## src/rtl/uart_tx_pkg.sv

```systemverilog
// uart_tx_pkg: shared types for the UART TX arbiter.
// FSM state encoding, transmitter done code, clog2 helper.
package uart_tx_pkg;

  typedef enum logic [2:0] {
    ST_IDLE,
    ST_LOAD,
    ST_SEND,
    ST_REL,
    ST_GAP
  } state_t;

  localparam logic [4:0] TX_DONE_STATE = 5'h10;

  function automatic int clog2(input int n);
    int r;
    r = 0;
    for (int i = 0; i < 31; i++) begin
      if ((1 << r) < n) r = r + 1;
    end
    return r;
  endfunction

endpackage

```

## src/rtl/rr_arbiter.sv

```systemverilog
// rr_arbiter: combinational round-robin pick.
// Ports: i_valid (N requests), i_ptr (first index to try),
//        o_grant (one-hot winner, 0 if none), o_idx (winner index).
module rr_arbiter #(
  parameter int N  = 4,
  parameter int IW = 2
) (
  input  logic [N-1:0]  i_valid,
  input  logic [IW-1:0] i_ptr,
  output logic [N-1:0]  o_grant,
  output logic [IW-1:0] o_idx
);

  logic w_found;

  // Walk k = 0..N-1 from the pointer; first valid slot wins.
  always_comb begin
    o_grant = '0;
    o_idx   = '0;
    w_found = 1'b0;
    for (int k = 0; k < N; k++) begin
      for (int j = 0; j < N; j++) begin
        if (!w_found && i_valid[j] &&
            ((int'(i_ptr) + k) % N) == j) begin
          w_found    = 1'b1;
          o_grant[j] = 1'b1;
          o_idx      = IW'(j);
        end
      end
    end
  end

endmodule

```

## src/rtl/uart_tx_arbiter.sv

```systemverilog
// uart_tx_arbiter: shares one UART transmitter among NUM_REQ byte
// streams with round-robin grant and a per-message lock.
// Ports: clk, reset_n (sync, active-low); req_valid/req_data/req_last
//   in, req_ready out (one-hot pulse); tx_start/tx_data out, tx_busy/
//   tx_state in; grant_id (owner), active (lock held), abort (pulse).
// Option: define UART_ARB_WATCHDOG_EN to abort frames that never
//   complete within WDOG_CYCLES clocks of tx_start rising.
module uart_tx_arbiter
  import uart_tx_pkg::*;
#(
  parameter int NUM_REQ     = 4,
  parameter int GAP_CYCLES  = 16,
  parameter int WDOG_CYCLES = 8192
) (
  input  logic                      clk,
  input  logic                      reset_n,
  input  logic [NUM_REQ-1:0]        req_valid,
  input  logic [8*NUM_REQ-1:0]      req_data,
  input  logic [NUM_REQ-1:0]        req_last,
  output logic [NUM_REQ-1:0]        req_ready,
  output logic                      tx_start,
  output logic [7:0]                tx_data,
  input  logic                      tx_busy,
  input  logic [4:0]                tx_state,
  output logic [clog2(NUM_REQ)-1:0] grant_id,
  output logic                      active,
  output logic                      abort
);

  localparam int IW = clog2(NUM_REQ);

  state_t r_state;
  state_t w_state_nxt;

  logic [IW-1:0] r_grant;
  logic [IW-1:0] r_ptr;
  logic          r_active;
  logic          r_lock_prev;
  logic          r_last;
  logic [7:0]    r_tx_data;
  logic [31:0]   r_gap;

  logic [NUM_REQ-1:0] w_arb_hot;
  logic [IW-1:0]      w_arb_idx;
  logic [NUM_REQ-1:0] w_own_hot;
  logic               w_own_valid;
  logic               w_own_last;
  logic [7:0]         w_own_byte;
  logic               w_elig;
  logic [IW-1:0]      w_ptr_nxt;

  logic w_grant_now;
  logic w_xfer;
  logic w_drop;
  logic w_gap_load;
  logic w_finish;
  logic w_wdog_exp;
  logic w_wdog_hit;

  rr_arbiter #(
    .N  (NUM_REQ),
    .IW (IW)
  ) u_rr (
    .i_valid (req_valid),
    .i_ptr   (r_ptr),
    .o_grant (w_arb_hot),
    .o_idx   (w_arb_idx)
  );

  always_comb begin
    w_own_hot   = '0;
    w_own_valid = 1'b0;
    w_own_last  = 1'b0;
    w_own_byte  = '0;
    for (int j = 0; j < NUM_REQ; j++) begin
      if (r_grant == IW'(j)) begin
        w_own_hot[j] = 1'b1;
        w_own_valid  = req_valid[j];
        w_own_last   = req_last[j];
        w_own_byte   = req_data[8*j +: 8];
      end
    end
  end

  // While locked only the owner may proceed.
  assign w_elig = r_active ? w_own_valid : (|w_arb_hot);

  assign w_ptr_nxt = (r_grant == IW'(NUM_REQ - 1)) ?
                     '0 : r_grant + IW'(1);

  always_comb begin
    w_state_nxt = r_state;
    req_ready   = '0;
    tx_start    = 1'b0;
    w_grant_now = 1'b0;
    w_xfer      = 1'b0;
    w_drop      = 1'b0;
    w_gap_load  = 1'b0;
    w_finish    = 1'b0;
    w_wdog_hit  = 1'b0;
    unique case (r_state)
      ST_IDLE: begin
        if (!tx_busy && w_elig) begin
          w_grant_now = 1'b1;
          w_state_nxt = ST_LOAD;
        end
      end
      ST_LOAD: begin
        req_ready = w_own_hot;
        if (w_own_valid) begin
          w_xfer      = 1'b1;
          w_state_nxt = ST_SEND;
        end else begin
          w_drop      = 1'b1;
          w_state_nxt = ST_IDLE;
        end
      end
      ST_SEND: begin
        tx_start = 1'b1;
        if (tx_state == TX_DONE_STATE) begin
          w_state_nxt = ST_REL;
        end else if (w_wdog_exp) begin
          w_wdog_hit  = 1'b1;
          w_state_nxt = ST_REL;
        end
      end
      ST_REL: begin
        if (!tx_busy) begin
          if (GAP_CYCLES == 0) begin
            w_finish    = 1'b1;
            w_state_nxt = ST_IDLE;
          end else begin
            w_gap_load  = 1'b1;
            w_state_nxt = ST_GAP;
          end
        end
      end
      ST_GAP: begin
        if (r_gap == 32'd0) begin
          w_finish    = 1'b1;
          w_state_nxt = ST_IDLE;
        end
      end
      default: w_state_nxt = ST_IDLE;
    endcase
  end

  always_ff @(posedge clk) begin
    if (!reset_n) begin
      r_state <= ST_IDLE;
    end else begin
      r_state <= w_state_nxt;
    end
  end

  always_ff @(posedge clk) begin
    if (!reset_n) begin
      r_grant     <= '0;
      r_ptr       <= '0;
      r_active    <= 1'b0;
      r_lock_prev <= 1'b0;
      r_last      <= 1'b0;
      r_tx_data   <= '0;
      r_gap       <= '0;
    end else begin
      if (w_grant_now) begin
        r_lock_prev <= r_active;
        r_active    <= 1'b1;
        if (!r_active) r_grant <= w_arb_idx;
      end
      // Owner withdrew before the byte moved: undo the grant.
      if (w_drop) r_active <= r_lock_prev;
      if (w_xfer) begin
        r_tx_data <= w_own_byte;
        r_last    <= w_own_last;
      end
      if (w_gap_load) begin
        r_gap <= 32'(GAP_CYCLES - 1);
      end else if (r_state == ST_GAP && r_gap != 32'd0) begin
        r_gap <= r_gap - 32'd1;
      end
      if (w_finish && r_last) begin
        r_active <= 1'b0;
        r_ptr    <= w_ptr_nxt;
      end
      // Aborted byte ends the message; marking it last keeps the
      // later finish idempotent.
      if (w_wdog_hit) begin
        r_active <= 1'b0;
        r_ptr    <= w_ptr_nxt;
        r_last   <= 1'b1;
      end
    end
  end

`ifdef UART_ARB_WATCHDOG_EN
  logic [31:0] r_wdog;
  logic        r_abort;

  assign w_wdog_exp = (r_wdog == 32'(WDOG_CYCLES - 1));

  always_ff @(posedge clk) begin
    if (!reset_n) begin
      r_wdog  <= '0;
      r_abort <= 1'b0;
    end else begin
      r_abort <= w_wdog_hit;
      if (r_state == ST_SEND) r_wdog <= r_wdog + 32'd1;
      else                    r_wdog <= '0;
    end
  end

  assign abort = r_abort;
`else
  assign w_wdog_exp = 1'b0;
  assign abort      = 1'b0;
`endif

  assign tx_data  = r_tx_data;
  assign grant_id = r_grant;
  assign active   = r_active;

endmodule

```

## config.mk

```make
export PLATFORM = sky130hd
export DESIGN_NAME = uart_tx_arbiter
export DESIGN_NICKNAME = d
export VERILOG_FILES = /design/src/rtl/uart_tx_pkg.sv /design/src/rtl/rr_arbiter.sv /design/src/rtl/uart_tx_arbiter.sv
export SDC_FILE = /design/constraint.sdc
export NUM_CORES = 1
export LEC_CHECK = 0
export BUFFER_PORTS_ARGS = -buffer_cell sky130_fd_sc_hd__buf_2
export CAP_MARGIN = 15
export CORE_MARGIN = 4
export CORE_UTILIZATION = 36
export CTS_BUF_LIST = sky130_fd_sc_hd__clkbuf_8
export CTS_CLUSTER_DIAMETER = 30
export DETAILED_ROUTE_END_ITERATION = 10
export MAX_ROUTING_LAYER = met4
export PLACE_DENSITY = 0.63
export RECOVER_POWER = 100
export SLEW_MARGIN = 10
export SYNTH_ARGS = -nofsm -noshare
export SYNTH_HDL_FRONTEND = slang
export SYNTH_SLANG_ARGS = --single-unit
```

## constraint.sdc

```tcl
create_clock -name clk -period 7 [get_ports clk]
set_input_delay 0 -clock clk [delete_from_list [all_inputs] [get_ports clk]]
set_output_delay 0 -clock clk [all_outputs]
set_load 0.05 [all_outputs]
```

Word level (Yosys, flattened, before mapping). Index checks and enable logic that the tools add are counted.

Input port bits: 48. Output and inout port bits: 17. Register bits after elaboration: 50.

Muxes and demuxes: 85. Reduce and logical (&&, ||, !) cells: 68. Bitwise logic cells: 5. Equality and inequality tests: 24. $add $sub $neg: 5.

Operators with widths (count): logical NOT 32 bit (5); 2-to-1 mux 1 bit (57); logical AND 1 bit (34); 2-to-1 mux 2 bit (16); 2-to-1 mux 8 bit (4); nonzero test 32 bit (1); subtractor 32 x 1 -> 32 bit, second input constant (1); == test 3 bit, second input constant (7); logical NOT 1 bit (16); == test 3 x 2 -> 1 bit, second input constant (5); one-hot mux 3 bit (5 select lines) (1); 2-to-1 mux 3 bit (4); 2-to-1 mux 4 bit (3); OR reduction 2 bit (5); == test 2 bit, second input constant (4); inequality test 2 bit, second input constant (4); == test 5 bit, second input constant (1); adder 2 x 1 -> 2 bit, second input constant (2); adder 2 bit, second input constant (2); == test 2 x 1 -> 1 bit, second input constant (2); AND reduction 4 bit (1); nonzero test 2 bit (2); OR reduction 4 bit (1); bitwise AND 1 bit, first input constant (3); other kinds (5) (6).

Logic depth before layout (Yosys ltp). Gate-level depths: netlist of run 1.

Depth in word-level cells: 70. Gate-level depth with buffers: 9.

Hierarchy. Synthesis of run 1 repeated with hierarchy kept, for this count alone.

Cells, all modules: 379. Area total of the unflattened synthesis: 3032.9 um^2.

By module, submodules not included: uart_tx_arbiter (seq. area each 1001.0 um^2, area an instance 2884.0 um^2, times used 1, cells each 355); rr_arbiter (seq. area each 0.0 um^2, area an instance 148.9 um^2, times used 1, cells each 24).

Least setup slack after synthesis of run 1. No wires, ideal clock.

Path type: register -> register. Start point: register r_gap[0]. End point: register r_ptr[0]. Path slack: 4477 ps. Data arrival time: 2452 ps. Stages on the path, launching flop included: 9. Setup time: 72 ps. Clock period less this slack: 2523 ps. Path buffers: 1. Path through: dfxtp_1 > inv_1 > ha_1 > or4b_2 > or4_1 > nor4_2 > buf_2 > and3_1 > mux2i_1.

Longest elaborated chain between the ends: 4.

Ends and longest elaborated chain: from (decl) (RTL line uart_tx_arbiter.sv:41) `logic [31:0] r_gap;`; from (signal assigned) (RTL line uart_tx_arbiter.sv:178) `r_gap <= 32'(GAP_CYCLES - 1);`; from (signal assigned) (RTL line uart_tx_arbiter.sv:180) `r_gap <= r_gap - 32'd1;`; logical NOT 32 bit (RTL line uart_tx_arbiter.sv:139) `if (r_gap == 32'd0) begin`; 2-to-1 mux 1 bit (RTL line uart_tx_arbiter.sv:139); 2-to-1 mux 1 bit (RTL line uart_tx_arbiter.sv:101) `unique case (r_state)`; logical AND 1 bit (RTL line uart_tx_arbiter.sv:182) `if (w_finish && r_last) begin`; to (signal assigned) (RTL line uart_tx_arbiter.sv:184) `r_ptr <= w_ptr_nxt;`; to (signal assigned) (RTL line uart_tx_arbiter.sv:190) `r_ptr <= w_ptr_nxt;`; to (decl) (RTL line uart_tx_arbiter.sv:36) `logic [IW-1:0] r_ptr;`.

No other way between the ends. A chain may end at the register's enable or synchronous reset.

Worst setup path in the final report of run 1. Ends and elaborated chain as after synthesis.

==> results of run 1 <==
==> cells by family (layout without fill, tap and decap cells) <==
kind of cell	count (synthesis)	in the layout	share of synthesized area, %
compound gates	118	118	26.2
fa+ha+maj	5	5	2.24
buf+inv	32	92	4.52
flops	50	50	35.8
mux	5	5	1.79
other cells	1	1	0.134
simple gates	134	134	29.3
==> worst max path at each step <==
stage               cells past startpoint       end  startpoint
global placement                        7  r_ptr[0]    r_gap[0]
CTS                                     7  r_ptr[0]    r_gap[0]
detailed placement                      7  r_ptr[0]    r_gap[0]
finish                                  8  r_ptr[0]    r_gap[0]
floorplan                               8  r_ptr[0]    r_gap[0]
global route                            8  r_ptr[1]    r_gap[0]
==> final cells by class <==
cell class,instances,area (um2)
Clock buffer,8,110
Tap cell,99,124
Inverter,10,37.5
Timing Repair Buffer,74,393
Sequential cell,50,1000
Multi-Input combinational cell,263,1660
Fill cell,748,4080
==> power breakdown <==
part           internal (mW)  switching, mW
Sequential             0.291        0.00653
Combinational         0.0375         0.0620
Clock                 0.0999         0.0934
==> per-layer routing <==
metal	vias up	wire, um	track usage [%]
met4	0	79	4.27
met1	1262	3220	19.4
li1	1443	-	-
met5	-	0	-
met2	63	3050	24.6
met3	9	301	2.97
==> flip-flops by register name, indices dropped and copies added, names as in the netlist <==
name / flops
r_gap: 32
r_ptr: 2
grant_id: 2
r_state: 3
r_last: 1
r_lock_prev: 1
tx_data: 8
active: 1
==> what timing repair did <==
action,4_1_cts,5_1_grt
endpoints found under the hold margin,9,0
setup endpoints to repair,0,0
hold buffers,9,0
==> critical path: cells and delay by family, from the launching register on <==
family | cells | cell delay [ps]
simple gates | 4 | 1690
buf+inv | 2 | 510
flops | 1 | 330
mux | 1 | 200
fa+ha+maj | 1 | 190
==> cells in the mapped netlist, types with 4 or more instances <==
library cell | n | area, um2
or3_1 | 23 | 144
a221oi_1 | 10 | 87.6
nand2_1 | 13 | 48.8
nand2b_1 | 4 | 25.0
nand3_1 | 4 | 20.0
nor2_1 | 13 | 48.8
dfxtp_1 | 50 | 1000
o21ai_0 | 23 | 115
o31ai_1 | 11 | 82.6
ha_1 | 5 | 62.6
o41ai_1 | 4 | 35.0
a21oi_1 | 50 | 250
inv_1 | 10 | 37.5
or2_2 | 7 | 43.8
and2_1 | 5 | 31.3
nor2b_1 | 10 | 62.6
or4_1 | 15 | 113
nor4_1 | 8 | 50.1
mux2i_1 | 5 | 50.1
nor3_1 | 13 | 65.1
clkbuf_1 | 19 | 71.3
==> per-stage QoR <==
stage,worst slack (ps),util [%]
CTS,3860,45.3
global route,3830,44.9
floorplan,4480,-
global placement,3970,42.6
detailed placement,3870,42.6
finish,4000,44.9
==> flow_summary.json, run 1 <==
{
  "status": "finished, final reports clean",
  "synthFlopType": "dfxtp_1",
  "slowest_stage": "or4b_2",
  "drc_errors": 0,
  "final_cells": 504,
  "whs_ps": 69.1,
  "num_rows": 31,
  "detailedRoute.firstIterationViolations": 93,
  "drt-pass1-iter-count": 4,
  "antenna_found_initial": 0,
  "die_y_um": 96.1,
  "grt_max_degree": 27,
  "synth_edf_count": 0,
  "hold_viol_final": 0,
  "ir_drop_mv": 0.0803,
  "clkLatencyLatePin_ps": 300,
  "min_period_ps": 3000,
  "cp-end-kind": "flip-flop",
  "whs_endpoint": "r_gap[3]",
  "io_buffers": 63,
  "p_leak_nw": 1.25,
  "worst-slew-pin-transition_ps": 940,
  "async_flop_share_pct": 0,
  "rsz0062_at_grt": "no",
  "slew_headroom_pct": 37.2,
  "slew_viol_final": 0,
  "layout.nets": 457,
  "cts_buffers": 5,
  "gr-usage-all-layers_pct": 15.2,
  "reg2reg_depth": 8,
  "design_area_um2": 3330,
  "post_cts_resized": 0,
  "grt_overflow": 0,
  "r2r-start": "r_gap[0]",
  "placedCellCount": 486,
  "hpwl_um": 4750,
  "synth_area_per_cell_um2": 8.10,
  "clockRootBuffer": "clkbuf_8",
  "reg2reg_slack_ps": 4000,
  "hold_depth": 2,
  "drtAntennaViolNets": 0,
  "routed_via_density": 5.51,
  "power.density_nw_per_um2": 177,
  "diodes": 0,
  "start_util_pct": 37.7,
  "gp_congestion": 0.795,
  "synth_cells": 345,
  "hold_path.class": "in -> reg",
  "clock_skew_ps": 6.47,
  "power_mw": 0.590,
  "post-route-period-util_pct": 42.9,
  "clk_pin_slew_ps": 80,
  "core_um2": 7410,
  "cts_setup_buffers": 0,
  "path_max_fanout": 14,
  "place_area_um2": 3150,
  "cp_data_required_time_ps": 7230,
  "drive_gt1_share_pct": 17.3,
  "synth_seq_cells": 50,
  "critPathLaunchType": "flip-flop",
  "synth_cell_types": 50,
  "synth_area_um2": 2800,
  "syn_to_final_growth_pct": 19.0,
  "grt_pass1_wl_um": 11200,
  "ys_warn_count": 0,
  "io_pins": 65,
  "clock_sinks": 50,
  "die_x_um": 96.1,
  "die_area_um2": 9240,
  "crit_arrival_ps": 3240,
  "cp_cell_sequence": "inv_1 -> ha_1 -> or4b_2 -> or4_1 -> nor4_1 -> clkbuf_1 -> and3_1 -> mux2i_1",
  "clock_path_buffers": 2,
  "path_class": "reg -> reg",
  "final_cell_mix": "a21oi_1, dfxtp_1, buf_2",
  "wl_um": 6660,
  "hold_start": "reset_n",
  "first_global_vias": 2533,
  "setup_viol": 0,
  "max_freq_mhz": 333,
  "cp_slowest_stage_delay_ps": 600,
  "r2r-end": "r_ptr[0]",
  "tns_ps": 0,
  "avgRoutedWirePerCell_um": 13.2,
  "h-tree-depth": 2,
  "ys_seq_area_share_pct": 35.8,
  "cts_tree": "done",
  "drv_cap": 0,
  "synth_nets": 398,
  "vias": 2777
}
(Power assumes the default switching activity.)
==> run 2, diff against run 1 <==
==> constraint.sdc (replaced) <==
create_clock -name clk -period 2.84 [get_ports clk]
set_input_delay 0 -clock clk [delete_from_list [all_inputs] [get_ports clk]]
set_output_delay 0 -clock clk [all_outputs]
set_load 0.05 [all_outputs]
==> run 2 against run 1 <==
- sequential cell count did not move
- clock power rose to 3.2 times the previous value
- non-clock buffer count rose by 7
- cell count rose by 1.4%
- die area did not move
- sequential power rose by 150%
- total power rose to 2.7 times the previous value
- setup slack got worse by 3800 ps
- largest cell class unchanged
==> flow_summary.json, run 2 (same netlist as run 1, synthesis figures left out) <==
{
  "utilization_pct": 46.2,
  "p_leak_nw": 1.30,
  "cp_top_family": "simple AND/OR/NAND/NOR gates",
  "power.density_nw_per_um2": 467,
  "use_met1_pct": 19.9,
  "clock_path_buffers": 2,
  "hpwl_um": 5030,
  "clkLatencyLatePin_ps": 310,
  "cp_data_required_time_ps": 3080,
  "slew_viol_final": 0,
  "clockRootBuffer": "clkbuf_8",
  "clock_sinks": 50,
  "h-tree-depth": 2,
  "drive_gt1_share_pct": 19.4,
  "die_y_um": 96.1,
  "io_pins": 65,
  "drv_cap": 0,
  "grt_pass1_wl_um": 11700,
  "hold_path.class": "in -> reg",
  "detailedRoute.firstIterationViolations": 93,
  "post-route-period-util_pct": 92.5,
  "routed_via_density": 5.45,
  "critPathLaunchType": "flip-flop",
  "die_x_um": 96.1,
  "avgRoutedWirePerCell_um": 13.5,
  "antenna_found_initial": 0,
  "worst-slew-pin-transition_ps": 886,
  "die_area_um2": 9240,
  "cts_buffers": 5,
  "rsz0062_at_grt": "no",
  "cp_cell_sequence": "inv_1 -> ha_1 -> or4b_2 -> or4_1 -> nor4_2 -> and3_1 -> mux2i_1",
  "largest_reg_flops": 32,
  "design_area_um2": 3420,
  "place_area_um2": 3220,
  "syn_to_final_growth_pct": 22.3,
  "slowest_stage": "or4b_2",
  "final_cell_mix": "a21oi_1, dfxtp_1, buf_2",
  "hold_viol_final": 0,
  "vias": 2786,
  "cp-end-kind": "flip-flop",
  "path_class": "reg -> reg",
  "grt_use_met2_pct": 26.8,
  "cts_setup_buffers": 0,
  "final.fill_count": 754,
  "gr-usage-all-layers_pct": 16.0,
  "ir_drop_mv": 0.259,
  "layout.nets": 464,
  "placedCellCount": 495,
  "start_util_pct": 37.7,
  "crit_arrival_ps": 2870,
  "diodes": 0,
  "final_cells": 511,
  "first_global_vias": 2642,
  "wl_um": 6890,
  "grt_overflow": 0,
  "io_buffers": 63,
  "drtAntennaViolNets": 0,
  "slew_headroom_pct": 40.2,
  "drc_errors": 0,
  "num_rows": 31,
  "path_max_fanout": 5,
  "busiest_layer": "met2",
  "crit_buf_inv": 1,
  "gp_congestion": 0.833,
  "core_um2": 7410,
  "clk_pin_slew_ps": 90,
  "cp_slowest_stage_delay_ps": 610,
  "max_freq_mhz": 381,
  "grt_util_met3_pct": 3.52,
  "drt-pass1-iter-count": 4,
  "clock_skew_ps": 10.2,
  "grt_max_degree": 23,
  "cts_tree": "done",
  "status": "finished, final reports clean",
  "tns_ps": 0,
  "setup_viol": 0,
  "post_cts_resized": 0,
  "top_register": "r_gap",
  "min_period_ps": 2630
}
## run 2: changes by cell type in the layout (fill, tap and decap cells not counted)
cell and delta:
clkbuf_8 -2, bufinv_16 +2, dlygate4sd3_1 -1, buf_4 +9
nor4_2 +1, clkbuf_1 -1, nor4_1 -1
## run 2: final cells by class
cell class                 instances  area, um2  area share (%)
clock inverter                     2       60.1            1.76
inverter                          10       37.5            1.10
clock buffer                       6       82.6            2.41
tap                               99        124            3.62
timing repair buffer              81        447            13.1
multi-input combinational        263       1670            48.8
sequential                        50       1000            29.3
## run 2: worst register-to-register path, stage by stage (launching register included)
cell and delay (ps):
dfxtp_1 320, inv_1 70, ha_1 200, or4b_2 610, or4_1 460, nor4_2 390
and3_1 330, mux2i_1 190
## run 2: layer usage
layer | share of wire, % | wire length, um | vias to the layer above
li1 | - | - | 1443
met1 | 46 | 3190 | 1270
met2 | 48 | 3300 | 64
met3 | 4.9 | 335 | 9
met4 | 1.0 | 70 | 0
met5 | 0 | 0 | -
## run 2: final timing paths
kind              slack (ps)         start         end  cells past startpoint
setup / recovery         210      r_gap[0]    r_ptr[0]                      7
hold / removal            10  req_data[27]  tx_data[3]                      3
setup reg to reg         210      r_gap[0]    r_ptr[0]                      7
hold reg to reg          460     r_gap[17]   r_gap[17]                      2
## run 2: power breakdown
| group | total [mW] | internal [mW] | switching (mW) |
|---|---|---|---|
| combinational | 0.249 | 0.0950 | 0.154 |
| sequential | 0.734 | 0.717 | 0.0168 |
| clock | 0.615 | 0.376 | 0.239 |
| total | 1.60 | 1.19 | 0.409 |
## run 2: stage by stage
stage / power [mW] / worst slack (ps) / hold WS [ps]
2_1_floorplan: 0.917 / 317 / 198
3_3_place_gp: 0.991 / 295 / 288
3_5_place_dp: 0.995 / 223 / 296
4_1_cts: 1.62 / 207 / 4.38
5_1_grt: 1.67 / 19.1 / 56.3
6_report: 1.60 / 213 / 14.6
## run 2: repair_timing
action | in CTS | in global routing
hold buffers | 8 | 0
hold endpoints to repair | 8 | 0
endpoints found under the setup margin | 0 | 0
==> run 3, diff against run 2 <==
--- a/config.mk
+++ b/config.mk
@@ -15,6 +15,7 @@
 export MAX_ROUTING_LAYER = met4
 export PLACE_DENSITY = 0.63
 export RECOVER_POWER = 100
+export REMOVE_ABC_BUFFERS = 1
 export SLEW_MARGIN = 10
 export SYNTH_ARGS = -nofsm -noshare
 export SYNTH_HDL_FRONTEND = slang
==> run 3 against run 2 <==
- setup slack got worse by 4.4 ps
- clock skew rose by 4.0 ps
- combinational power barely moved
- maximum frequency fell by 0.17%
- highest routed layer unchanged
==> flow_summary.json, run 3 (same netlist as run 1, synthesis figures left out) <==
{
  "grt_max_degree": 22,
  "min_period_ps": 2630,
  "gp_congestion": 0.887,
  "path_max_fanout": 5,
  "cts_tree": "done",
  "rsz0062_at_grt": "no",
  "utilization_pct": 45.8,
  "startpoint": "r_gap[0]",
  "gr-usage-all-layers_pct": 16.4,
  "power_mw": 1.42,
  "final_cell_mix": "a21oi_1, dfxtp_1, buf_2",
  "wl_um": 7240,
  "cts_buffers": 5,
  "die_y_um": 96.1,
  "top_register": "r_gap",
  "cp_slowest_stage_delay_ps": 610,
  "critPathLaunchType": "flip-flop",
  "h-tree-depth": 2,
  "grt_pass1_wl_um": 11900,
  "post-route-period-util_pct": 92.7,
  "io_pins": 65,
  "hold_start": "req_data[24]",
  "clock_sinks": 50,
  "ir_drop_mv": 0.279,
  "detailedRoute.firstIterationViolations": 94,
  "hold_path.class": "in -> reg",
  "grt_util_met3_pct": 3.60,
  "whs_endpoint": "tx_data[0]",
  "avgRoutedWirePerCell_um": 14.1,
  "post_cts_resized": 0,
  "power.density_nw_per_um2": 419,
  "layout.nets": 468,
  "multi_input_comb_area_um2": 1670,
  "final.fill_count": 753,
  "status": "finished, final reports clean",
  "slew_headroom_pct": 41.7,
  "cp_cell_sequence": "inv_1 -> ha_1 -> or4b_2 -> or4_1 -> nor4_2 -> and3_1 -> mux2i_1",
  "diodes": 0,
  "slew_viol_final": 0,
  "antenna_found_initial": 0,
  "clkLatencyLatePin_ps": 300,
  "slowest_stage": "or4b_2",
  "worst-slew-pin-transition_ps": 863,
  "hold_viol_final": 0,
  "reg2reg_depth": 7,
  "path_class": "reg -> reg",
  "crit_arrival_ps": 2870,
  "largest_reg_flops": 32,
  "clk_pin_slew_ps": 90,
  "clockRootBuffer": "clkbuf_8",
  "io_buffers": 63,
  "drv_cap": 0,
  "drtAntennaViolNets": 0,
  "die_x_um": 96.1,
  "r2r-start": "r_gap[0]",
  "cp-end-kind": "flip-flop",
  "cp_data_required_time_ps": 3070,
  "grt_use_met2_pct": 26.6,
  "hpwl_um": 5140,
  "post-place-ws_ps": 202,
  "drt-pass1-iter-count": 4,
  "drive_gt1_share_pct": 19.7,
  "setup_ws_ps": 208,
  "tns_ps": 0,
  "routed_via_density": 5.55,
  "syn_to_final_growth_pct": 21.4,
  "max_freq_mhz": 380,
  "use_met1_pct": 20.7,
  "r2r-end": "r_ptr[1]",
  "hold_depth": 3,
  "clock_skew_ps": 14.1,
  "setup_viol": 0,
  "p_leak_nw": 1.29,
  "drc_errors": 0,
  "postCtsHoldBufs": 8,
  "final-seq-area_um2": 1000,
  "grt_overflow": 0,
  "busiest_layer": "met2",
  "cts_setup_buffers": 0,
  "whs_ps": 36.3,
  "die_area_um2": 9240,
  "num_rows": 31,
  "first_global_vias": 2688,
  "start_util_pct": 37.7,
  "vias": 2858,
  "clock_path_buffers": 2,
  "reg2reg_slack_ps": 210,
  "core_um2": 7410
}
## run 3: worst max-delay path by stage
stage	to	slack [ps]	cells after the start
detailed placement	r_ptr[1]	200	7
finish	r_ptr[1]	210	7
global placement	r_ptr[0]	280	7
floorplan	r_last	100	5
CTS	r_ptr[1]	180	7
global route	r_ptr[1]	8	7
## run 3: metrics by stage
stage | std cells | area, um2
2_1_floorplan | 323 | 2710
6_report | 515 | 3390
4_1_cts | 515 | 3430
3_5_place_dp | 499 | 3250
5_1_grt | 515 | 3390
3_3_place_gp | 499 | 3250
## run 3: layout make-up
| class | instances | area share [%] |
|---|---|---|
| clock buffer | 6 | 2.43 |
| sequential | 50 | 29.5 |
| multi-input combinational | 263 | 49.2 |
| clock inverter | 2 | 0.369 |
| timing repair buffer | 85 | 13.8 |
| tap | 99 | 3.65 |
| inverter | 10 | 1.11 |
## run 3: where the power goes
part / leakage, nW / switching (mW) / internal [mW]
Clock: 0.0472 / 0.240 / 0.196
Combinational: 0.836 / 0.157 / 0.0956
Sequential: 0.404 / 0.0161 / 0.717
## run 3: critical path: cells and delay by family (launching register included)
family                   cells  cell delay, ps
AND/OR/NAND/NOR              4            1770
adder cells (fa/ha/maj)      1             200
buffers and inverters        1              70
flip-flops                   1             330
multiplexers                 1             190
## run 3: per-layer routing
layer	wire, um	vias to the layer above
met5	0	-
met4	80	0
met3	247	10
met2	3400	67
met1	3510	1330
li1	-	1451
